==> config.mk <==
export PLATFORM = sky130hd
export DESIGN_NAME = unidade_controle_jogo
export DESIGN_NICKNAME = d
export VERILOG_FILES = /design/src/rtl/unidade_controle_jogo.sv
export SDC_FILE = /design/constraint.sdc
export NUM_CORES = 1
export LEC_CHECK = 0
export ABC_AREA = 1
export BUFFER_PORTS_ARGS = -buffer_cell sky130_fd_sc_hd__buf_4
export CAP_MARGIN = 20
export CORE_AREA = 2 2 39 41
export CTS_CLUSTER_DIAMETER = 50
export DETAILED_ROUTE_END_ITERATION = 6
export DIE_AREA = 0 0 41 43
export HOLD_SLACK_MARGIN = 0.06
export PLACE_DENSITY = 0.49
export SLEW_MARGIN = 0
export SYNTH_ARGS = -nofsm -noshare
export SYNTH_HDL_FRONTEND = slang
export SYNTH_SLANG_ARGS = --single-unit
==> constraint.sdc <==
create_clock -name clock -period 1.8 [get_ports clock]
set_input_delay 0.09 -clock clock [delete_from_list [all_inputs] [get_ports clock]]
set_output_delay 0.09 -clock clock [all_outputs]
set_load 0.1 [all_outputs]
==> src/rtl/unidade_controle_jogo.sv <==
// Game round controller: Moore FSM sequencing a memory game round.
// Optional ESPERA timeout is built only when the TIMEOUT_EN macro is defined.
module unidade_controle_jogo #(
  parameter int TIMEOUT_CYCLES = 5000
) (
  input  logic       clock,
  input  logic       reset,
  input  logic       iniciar,
  input  logic       jogada,
  input  logic       igual,
  input  logic       fimC,
  output logic       zeraC,
  output logic       contaC,
  output logic       zeraR,
  output logic       registraR,
  output logic       acertou,
  output logic       errou,
  output logic       pronto,
  output logic [3:0] db_estado,
  output logic       db_timeout
);

  typedef enum logic [3:0] {
    INICIAL     = 4'h0,
    PREPARACAO  = 4'h1,
    ESPERA      = 4'h2,
    REGISTRA    = 4'h4,
    COMPARACAO  = 4'h5,
    PROXIMO     = 4'h6,
    FIM_ACERTOU = 4'hA,
    FIM_ERROU   = 4'hE
  } state_t;

  state_t r_state;

`ifdef TIMEOUT_EN
  localparam int CW = $clog2(TIMEOUT_CYCLES + 1);
  localparam logic [CW-1:0] LAST = CW'(TIMEOUT_CYCLES - 1);
  localparam logic [CW-1:0] ONE  = CW'(1);

  logic [CW-1:0] r_count;
  logic          r_timeout;
  logic          w_expired;

  assign w_expired  = (r_count == LAST);
  assign db_timeout = r_timeout;
`else
  logic w_unused_timeout;

  assign w_unused_timeout = (TIMEOUT_CYCLES != 0);
  assign db_timeout       = 1'b0;
`endif

  // The timeout counter restarts on every entry into ESPERA; a move in the
  // expiry cycle takes priority over the timeout.
  always_ff @(posedge clock) begin
    if (!reset) begin
      r_state <= INICIAL;
`ifdef TIMEOUT_EN
      r_count   <= '0;
      r_timeout <= 1'b0;
`endif
    end else begin
      case (r_state)
        INICIAL: begin
          if (iniciar) begin
            r_state <= PREPARACAO;
`ifdef TIMEOUT_EN
            r_timeout <= 1'b0;
`endif
          end
        end
        PREPARACAO: begin
          r_state <= ESPERA;
`ifdef TIMEOUT_EN
          r_count <= '0;
`endif
        end
        ESPERA: begin
`ifdef TIMEOUT_EN
          r_count <= r_count + ONE;
          if (jogada) begin
            r_state <= REGISTRA;
          end else if (w_expired) begin
            r_state   <= FIM_ERROU;
            r_timeout <= 1'b1;
          end
`else
          if (jogada) begin
            r_state <= REGISTRA;
          end
`endif
        end
        REGISTRA: begin
          r_state <= COMPARACAO;
        end
        COMPARACAO: begin
          if (!igual) begin
            r_state <= FIM_ERROU;
          end else if (fimC) begin
            r_state <= FIM_ACERTOU;
          end else begin
            r_state <= PROXIMO;
          end
        end
        PROXIMO: begin
          r_state <= ESPERA;
`ifdef TIMEOUT_EN
          r_count <= '0;
`endif
        end
        FIM_ACERTOU, FIM_ERROU: begin
          if (iniciar) begin
            r_state <= PREPARACAO;
`ifdef TIMEOUT_EN
            r_timeout <= 1'b0;
`endif
          end
        end
        default: begin
          r_state <= INICIAL;
        end
      endcase
    end
  end

  // Moore decode: every strobe and status bit depends on the state alone.
  always_comb begin
    zeraC     = 1'b0;
    contaC    = 1'b0;
    zeraR     = 1'b0;
    registraR = 1'b0;
    acertou   = 1'b0;
    errou     = 1'b0;
    pronto    = 1'b0;
    db_estado = r_state;
    case (r_state)
      PREPARACAO: begin
        zeraC = 1'b1;
        zeraR = 1'b1;
      end
      REGISTRA: begin
        registraR = 1'b1;
      end
      PROXIMO: begin
        contaC = 1'b1;
      end
      FIM_ACERTOU: begin
        acertou = 1'b1;
        pronto  = 1'b1;
      end
      FIM_ERROU: begin
        errou  = 1'b1;
        pronto = 1'b1;
      end
      default: begin
      end
    endcase
  end

endmodule

After elaboration in Yosys (flattened, before gate mapping)
Cells that the tools add are included.
W data, S select, Z words.
- equality and inequality tests: 9
- muxes and demuxes: 11
- reductions and logical operators: 5
- operators with widths (kind ; count):
    $pmux W4 S5 ; 1
    $mux W4 ; 4
    $eq A4 B3 Y1 const B ; 3
    $eq A4 B4 Y1 const B ; 2
    $mux W1 ; 6
    $eq A4 B1 Y1 const B ; 1
    $eq A4 B2 Y1 const B ; 1
    $logic_not A4 Y1 ; 1
    $reduce_or A2 Y1 ; 2
    $reduce_or A3 Y1 ; 1
    $ne A2 B1 Y1 const B ; 1
    $ne A2 B2 Y1 const B ; 1
    $reduce_and A2 Y1 ; 1
- bits in registers: 4
- bits of input ports: 6
- output and inout bits: 12
- logic and storage cells: 26

Longest topological paths before layout
Gate-level depths: netlist of the first run.
- word-level depth: 4
- mapped depth: 9
- depth with buffers taken out: 9

Worst setup path after synthesis of the first run
OpenSTA, ideal clock, no wires.
- kind: reg-to-output
- start point: reg r_state[0], in the netlist db_estado[0]
- end point: out zeraR
- arrival: 3.014 ns
- required time: 1.710 ns
- slack: -1.304 ns
- cell stages (with the launch flop): 4
- buffers on the path: 1
- cells stage by stage: dfxtp_1 -> nand2_1 -> nor2_1 -> buf_4
- word-level cells in the longest chain between the ends: 2
- ends and longest elaborated chain (element ; RTL line ; text):
    from (decl) ; 34 ; state_t r_state;
    from (signal assigned) ; 58 ; r_state <= INICIAL;
    from (signal assigned) ; 67 ; r_state <= PREPARACAO;
    from (signal assigned) ; 74 ; r_state <= ESPERA;
    $eq A4 B1 Y1 ; -- ;
    $mux W1 ; -- ;
    to (decl) ; 14 ; output logic zeraR,
No other way between the ends.

Final worst setup path of the first run
- start point: reg r_state[2], in the netlist db_estado[2]
- end point: out registraR
- word-level cells in the longest chain between the ends: 2
- ends and longest elaborated chain (element ; RTL line ; text):
    $eq A4 B3 Y1 ; 137 ; case (r_state)
    $mux W1 ; 137 ;
    to (decl) ; 15 ; output logic registraR,
No other way between the ends.

==> impl_metrics.yaml, run 1 <==
sta:
  rsz0062_at_grt: "false"
  fin_skew_ns: 0.0000972
  post-route-min-period_ns: 1.37
  hold_slack_ns: 0.0975
  final-setup-viol-count: 0
  fmax_mhz: 730
  timing.final.crit_share: 0.761
  slew_violations: 0
  finalHoldViolCount: 0
logic_synthesis:
  synth_edf_count: 0
  synth_top_family_by_area: "simple AND/OR/NAND/NOR gates"
  yosys.area.top_type: "dfxtp_1"
  synthesis.area_sq_um: 310
  synthMuxAreaShare: 0
  yosysMostFrequentCell: "inv_1"
  synthXorXnorAreaFrac: 0
  yosys.area_share.simple: 0.460
  ys_warn_count: 0
  synthArstFlopShare: 0
  synth_adder_area_share: 0
  synth_commonest_cells: "12 x inv_1, 11 x nor2_1, 9 x nand2_1, 4 x dfxtp_1"
  synth_compound_area_frac: 0.0645
  avgSynthCellArea_sq_um: 5.75
  ys_seq_elements: 4
  syn_inst: 54
  synthTopCellsByArea: "dfxtp_1 26%, inv_1 15%, nor2_1 13%"
  syn_nets: 60
  ys_types: 15
  synth_seq_area_share: 0.258
  synthFlopType: "dfxtp_1"
  synth_top_area_share: 0.258
cts:
  worstSkewPairLatency_ns: 0.23
  htree_levels: 1
  path_clk_slew_ns: 0.04
  cts_sinks: 4
  cts_buffer_depth: 2
  ctsResizeCount: 0
  cts_hold_buf: 0
  post_cts_buffers: 0
  cts_tree: "built"
  cts_root_buf: "clkbuf_4"
  numCtsBuffers: 3
finish:
  nets: 79
  post-route-util: 0.359
  stdcell_area_sq_um: 497
  area_growth_pct: 60.1
  layout-drive-gt1-share: 0.493
  largest_reg_flops: 4
  final_cells: 87
  diodes: 0
setup_path:
  worstReg2RegEnd: "db_estado[2]"
  r2r_slack_ns: 0.64
  max_stage_delay_ns: 0.39
  r2r_cells: 8
  cp_max_fo: 6
  cp_data_arrival_time_ns: 1.28
  path_class: "reg -> out"
  crit_family: "buffers and inverters"
  cp_num_cells: 5
  r2r-start: "db_estado[2]"
  required_ns: 1.71
  critPathLaunchType: "register"
  cp-end-kind: "output port"
  cp-startpoint: "db_estado[2]"
  crit_path_end: "registraR"
  path_cells: "inv_1 -> nor2_1 -> nand2_1 -> clkinvlp_4 -> buf_4"
  cp_slowest_cell: "dfxtp_2"
  crit_buf_inv: 3
floorplanning:
  die_area_sq_mm: 0.00176
  die_height_microns: 43
  die_w_microns: 41
  start_util: 0.224
  rows: 14
  ioPinCount: 18
  core_sq_mm: 0.00138
global_route:
  antenna_found_initial: 0
  grt_util_all_layers: 0.100
  grt_max_degree: 8
  grt-ovfl-total: 0
  grt_pass1_vias: 290
  grt_pass1_wl_mm: 1.17
routing:
  m1WireLength_microns: 301
  drt-pass1-iter-count: 1
  viasPerCell: 4.09
  drc: 0
  vias: 356
  wl_met2_microns: 370
  routed_wl_microns: 710
  wl_per_cell_microns: 8.16
  first_iter_violations: 0
  ant_nets: 0
  wl_met3_microns: 38
  top_layer_used: "met3"
placement:
  port_buffers: 16
  dp.cells: 84
  hpwl_microns: 617
  place.gp.congestion: 0.698
  place_area_sq_um: 474
worst_hold_path:
  holdCritPathClass: "in -> reg"
  hp-start: "reset"
outcome:
  run_status: "finished, final reports clean"
run:
  maxCapViolCount: 0
-- worst min path at each step --
stage / to / slack [ns] / depth (start not counted)
global route: db_estado[2] / 0.09 / 3
CTS: db_estado[2] / 0.09 / 3
floorplan: db_estado[2] / 0.20 / 2
global placement: db_estado[2] / 0.32 / 3
detailed placement: db_estado[2] / 0.33 / 3
finish: db_estado[2] / 0.1 / 3
-- layout make-up --
cell class              count  area, sq um
well taps                  16         20.0
flip-flops and latches      4         85.1
multi-input cells          35          196
clock buffers               3         22.5
fillers                   156          887
repair buffers             16          120
inverters                  13         52.6
-- per-layer routing --
layer  vias up  GRT usage
li1        194          -
met1       153      0.122
met3         0     0.0471
met5         -          0
met4         0     0.0400
met2         9      0.147
-- cell usage in the layout (no fill, tap or decap) --
| master | instances |
|---|---|
| nand2_1 | 9 |
| inv_2 | 1 |
| conb_1 | 1 |
| o21ai_0 | 2 |
| clkbuf_4 | 3 |
| nor2_1 | 7 |
| nor2_4 | 4 |
| nor3_1 | 3 |
| dfxtp_2 | 4 |
| nand4_1 | 1 |
| nand3_2 | 1 |
| nor2_2 | 1 |
| inv_1 | 11 |
| a21oi_1 | 2 |
| nand2_2 | 3 |
| buf_4 | 16 |
| nand2_4 | 1 |
| clkinvlp_4 | 1 |
-- worst min-delay path: stages --
cell	delay, ns
buf_4	0.09
nand2_1	0.04
nor2_1	0.07
-- kinds of logic (layout without fill, tap and decap cells) --
| family | count (synthesis) | count (layout) |
|---|---|---|
| flip-flops | 4 | 4 |
| other | 1 | 1 |
| buffers and inverters | 15 | 32 |
| AO/OA/AOI/OAI | 4 | 4 |
| AND/OR/NAND/NOR | 30 | 30 |
-- stage by stage --
step / worst slack, ns / setup TNS (ns)
after floorplan: -0.115 / -0.115
after global placement: 0.620 / 0
after detailed placement: 0.636 / 0
after CTS: 0.410 / 0
after global routing: 0.347 / 0
final: 0.431 / 0
Power of run 1 is not shown: default switching activity piles up to over one toggle a cycle in this logic, so the estimate is an artifact.
==> inputs of run 2 (changes only) <==
==> constraint.sdc (replaced) <==
create_clock -name clock -period 1.3 [get_ports clock]
set_input_delay 0.065 -clock clock [delete_from_list [all_inputs] [get_ports clock]]
set_output_delay 0.065 -clock clock [all_outputs]
set_load 0.1 [all_outputs]
==> run 2 against run 1 <==
  * Count of clock-buffer cells in the layout unchanged
  * Highest routed layer unchanged
  * Largest cell class unchanged
  * Register-to-register slack worse by 0.49 ns
  * Setup slack worse by 0.41 ns
  * Final area up 18%
  * Critical path depth down 1
  * Utilization up 6.4 points
  * Worst hold slack worse by 0.022 ns
  * Routed wire length up 6.2%
  * Die area unchanged
  * First-iteration DRC count up 3
  * Clock skew up 0.0019 ns
  * Critical endpoint is now zeraR
==> impl_metrics.yaml, run 2 (synthesized netlist as in run 1, its figures left out) <==
finish:
  final_common_cell: "buf_4"
  layout-drive-gt1-share: 0.577
  largest_reg_flops: 4
  diodes: 0
  nets: 79
  post-route-util: 0.423
  final_cell_mix: "11 x buf_4, 9 x inv_1, 6 x nor2_1, 6 x nand2_1"
  area_growth_pct: 88.7
cts:
  numCtsBuffers: 3
  path_clk_slew_ns: 0.04
  cts_tree: "built"
  cts_buffer_depth: 2
  cts_root_buf: "clkbuf_4"
  cts_sinks: 4
  htree_levels: 1
  ctsResizeCount: 6
  post_cts_buffers: 0
  cts_hold_buf: 0
  worstSkewPairLatency_ns: 0.23
routing:
  drc: 0
  first_iter_violations: 3
  wl_per_cell_microns: 8.67
  routed_wl_microns: 754
  vias: 348
  drt-pass1-iter-count: 2
  ant_nets: 0
  viasPerCell: 4.00
sta:
  slew_violations: 0
  timing.setup.tns_ns: 0
  final-setup-viol-count: 0
  fin_skew_ns: 0.00203
  post-route-min-period_ns: 1.28
  timing.final.crit_share: 0.986
  rsz0062_at_grt: "true"
  finalHoldViolCount: 0
  setup_ws_ns: 0.0184
  hold_slack_ns: 0.0752
  fmax_mhz: 780
setup_path:
  cp-end-kind: "output port"
  cp_max_fo: 6
  cp_data_arrival_time_ns: 1.22
  path_cells: "nor2_4 -> inv_1 -> nor2_4 -> buf_4"
  cp-startpoint: "db_estado[3]"
  worstReg2RegEnd: "db_estado[2]"
  critPathLaunchType: "register"
  path_class: "reg -> out"
  crit_path_end: "zeraR"
  r2r_cells: 9
  cp_slowest_cell: "dfxtp_4"
  cp_num_cells: 4
  crit_family: "buffers and inverters"
  max_stage_delay_ns: 0.37
  r2r_slack_ns: 0.15
  crit_buf_inv: 2
  critPathMostFrequentCell: "nor2_4"
  required_ns: 1.24
  r2r-start: "db_estado[0]"
placement:
  pre_cts_ws_ns: 0.0892
  hpwl_microns: 629
  place.gp.congestion: 0.671
  port_buffers: 16
floorplanning:
  die_height_microns: 43
  ioPinCount: 18
  die_w_microns: 41
  die_area_sq_mm: 0.00176
  start_util: 0.224
  rows: 14
  core_sq_mm: 0.00138
global_route:
  grt_pass1_wl_mm: 1.22
  grt_pass1_vias: 318
  grt-ovfl-total: 0
  grt_max_degree: 8
  antenna_found_initial: 0
  grt_util_all_layers: 0.103
outcome:
  run_status: "finished, final reports clean"
worst_hold_path:
  holdCritPathClass: "in -> reg"
run:
  maxCapViolCount: 0
-- run 2: changes by cell type in the layout (fill, tap and decap cells not counted), moves of 2 or more --
cell,before,now
dfxtp_4,0,4
inv_1,11,9
buf_6,0,2
dfxtp_2,4,0
buf_12,0,3
nand2_2,3,5
nand2_1,9,6
buf_4,16,11
-- run 2: how the worst min path moves through the flow --
stage	startpoint	to	slack (ns)	cells past startpoint
3_5_place_dp	reset	db_estado[2]	0.31	3
4_1_cts	reset	db_estado[2]	0.07	3
6_report	reset	db_estado[2]	0.08	3
2_1_floorplan	reset	db_estado[2]	0.18	2
3_3_place_gp	reset	db_estado[2]	0.29	3
5_1_grt	reset	db_estado[2]	0.07	3
-- run 2: layout make-up --
type,count,area [sq um]
Inverter,13,58.8
Tap cell,16,20.0
Sequential cell,4,95.1
Timing Repair Buffer,16,165
Fill cell,152,798
Clock buffer,3,22.5
Multi-Input combinational cell,35,224
-- run 2: layer usage --
layer	track usage	vias up	routed length (microns)
met5	0	-	0
met4	0.0600	0	0
met1	0.125	149	298
li1	-	190	-
met3	0.0157	0	30
met2	0.163	9	424
-- run 2: worst register-to-register path, stage by stage (launching register included) --
cell	delay [ns]
dfxtp_4	0.34
inv_1	0.14
nand3_4	0.15
nand2_2	0.11
nand2_2	0.06
nand2_4	0.07
inv_2	0.04
nand2_2	0.04
nand2_1	0.04
nor2_1	0.09
-- run 2: through the flow --
step	cells	area (sq um)
after floorplan	54	398
after global placement	84	510
after CTS	87	556
after global routing	87	586
final	87	586
after detailed placement	84	510
Power of run 2 is left out for the same reason.
==> inputs of run 3 (changes only) <==
--- a/config.mk
+++ b/config.mk
@@ -13,7 +13,6 @@
 export DETAILED_ROUTE_END_ITERATION = 6
 export DIE_AREA = 0 0 41 43
 export HOLD_SLACK_MARGIN = 0.06
-export PLACE_DENSITY = 0.49
 export SLEW_MARGIN = 0
 export SYNTH_ARGS = -nofsm -noshare
 export SYNTH_HDL_FRONTEND = slang
==> run 3 against run 2 <==
  * Via count is 9.8% higher
  * Register-to-register slack hardly changed
  * Setup slack better by 0.035 ns
  * Maximum frequency is 2.8% higher
  * Final cell count is 3.4% higher
  * Largest cell class unchanged
==> impl_metrics.yaml, run 3 (synthesized netlist as in run 1, its figures left out) <==
global_route:
  use_met1: 0.122
  grt_busiest_layer: "met2"
  grt_pass1_wl_mm: 1.32
  grt-ovfl-total: 0
  antenna_found_initial: 0
  met3_usage: 0.0157
  grt_util_all_layers: 0.111
  grt_max_degree: 8
  use_met2: 0.181
  grt_pass1_vias: 356
routing:
  routed_wl_microns: 802
  vias: 382
  drc: 0
  viasPerCell: 4.24
  ant_nets: 0
  drt-pass1-iter-count: 3
  wl_per_cell_microns: 8.91
  first_iter_violations: 3
finish:
  fillCellCount: 146
  diodes: 0
  final_cell_mix: "11 x buf_4, 9 x inv_1, 6 x nor2_1, 6 x nand2_1"
  layout-drive-gt1-share: 0.581
  register_area_sq_um: 95.1
  largest_reg_flops: 4
  area_growth_pct: 96.0
  final_common_cell: "buf_4"
  multi_input_comb_area_sq_um: 224
  nets: 82
cts:
  worstSkewPairLatency_ns: 0.23
  cts_buffer_depth: 2
  cts_sinks: 4
  cts_tree: "built"
  htree_levels: 1
  path_clk_slew_ns: 0.04
  cts_root_buf: "clkbuf_4"
  numCtsBuffers: 3
outcome:
  run_status: "finished, final reports clean"
floorplanning:
  rows: 14
  ioPinCount: 18
  start_util: 0.224
  die_area_sq_mm: 0.00176
  core_sq_mm: 0.00138
  die_height_microns: 43
  die_w_microns: 41
setup_path:
  cp_data_arrival_time_ns: 1.18
  cp-end-kind: "output port"
  cp_max_fo: 6
  path_class: "reg -> out"
  critPathLaunchType: "register"
  required_ns: 1.24
placement:
  hpwl_microns: 670
  port_buffers: 16
  place.gp.congestion: 0.733
  pre_cts_ws_ns: 0.0777
sta:
  setup_ws_ns: 0.0535
  rsz0062_at_grt: "true"
  fin_skew_ns: 0.00155
  finalHoldViolCount: 0
  timing.final.crit_share: 0.959
  slew_violations: 0
  final-setup-viol-count: 0
  post-route-min-period_ns: 1.25
  hold_slack_ns: 0.151
  fmax_mhz: 802
worst_hold_path:
  holdCritPathClass: "in -> reg"
run:
  maxCapViolCount: 0
==> run 3: cell type report <==
class,count,share of cell area
repair buffers,19,0.309
clock buffers,3,0.0370
multi-input cells,35,0.368
well taps,16,0.0329
flip-flops and latches,4,0.156
inverters,13,0.0967
==> run 3: worst max-delay path, stage by stage, from the launching register on <==
cell,delay (ns)
dfxtp_4,0.36
nor2_4,0.12
inv_1,0.08
nor2_4,0.14
buf_6,0.24
==> run 3: through the flow <==
step | util | setup TNS, ns | cells | instance area (sq um)
2_1_floorplan | - | -0.982 | 54 | 398
3_3_place_gp | 0.369 | 0 | 84 | 510
3_5_place_dp | 0.369 | 0 | 84 | 510
4_1_cts | 0.417 | -0.0242 | 88 | 577
5_1_grt | 0.439 | -0.0258 | 90 | 608
6_report | 0.439 | 0 | 90 | 608
==> run 3: final timing paths <==
kind	from	endpoint	slack (ns)	depth (start not counted)
setup / recovery	db_estado[3]	zeraR	0.05	4
hold / removal	fimC	db_estado[3]	0.15	3
setup reg to reg	db_estado[0]	db_estado[2]	0.14	8
hold reg to reg	db_estado[1]	db_estado[1]	0.53	2
==> run 3: repair_timing <==
| action | in CTS | in global routing |
|---|---|---|
| buffers inserted | 0 | 2 |
| resized for setup | 8 | 4 |
| hold buffers | 1 | 0 |
| setup endpoints to repair | 6 | 4 |
| endpoints found under the hold margin | 1 | 0 |
| gates cloned | 0 | 0 |
==> run 3: per-layer routing <==
layer	vias up	share of wire
met3	0	0.047
met5	-	0
met2	10	0.57
met1	174	0.38
li1	198	-
met4	0	0
Power of run 3 is left out for the same reason.
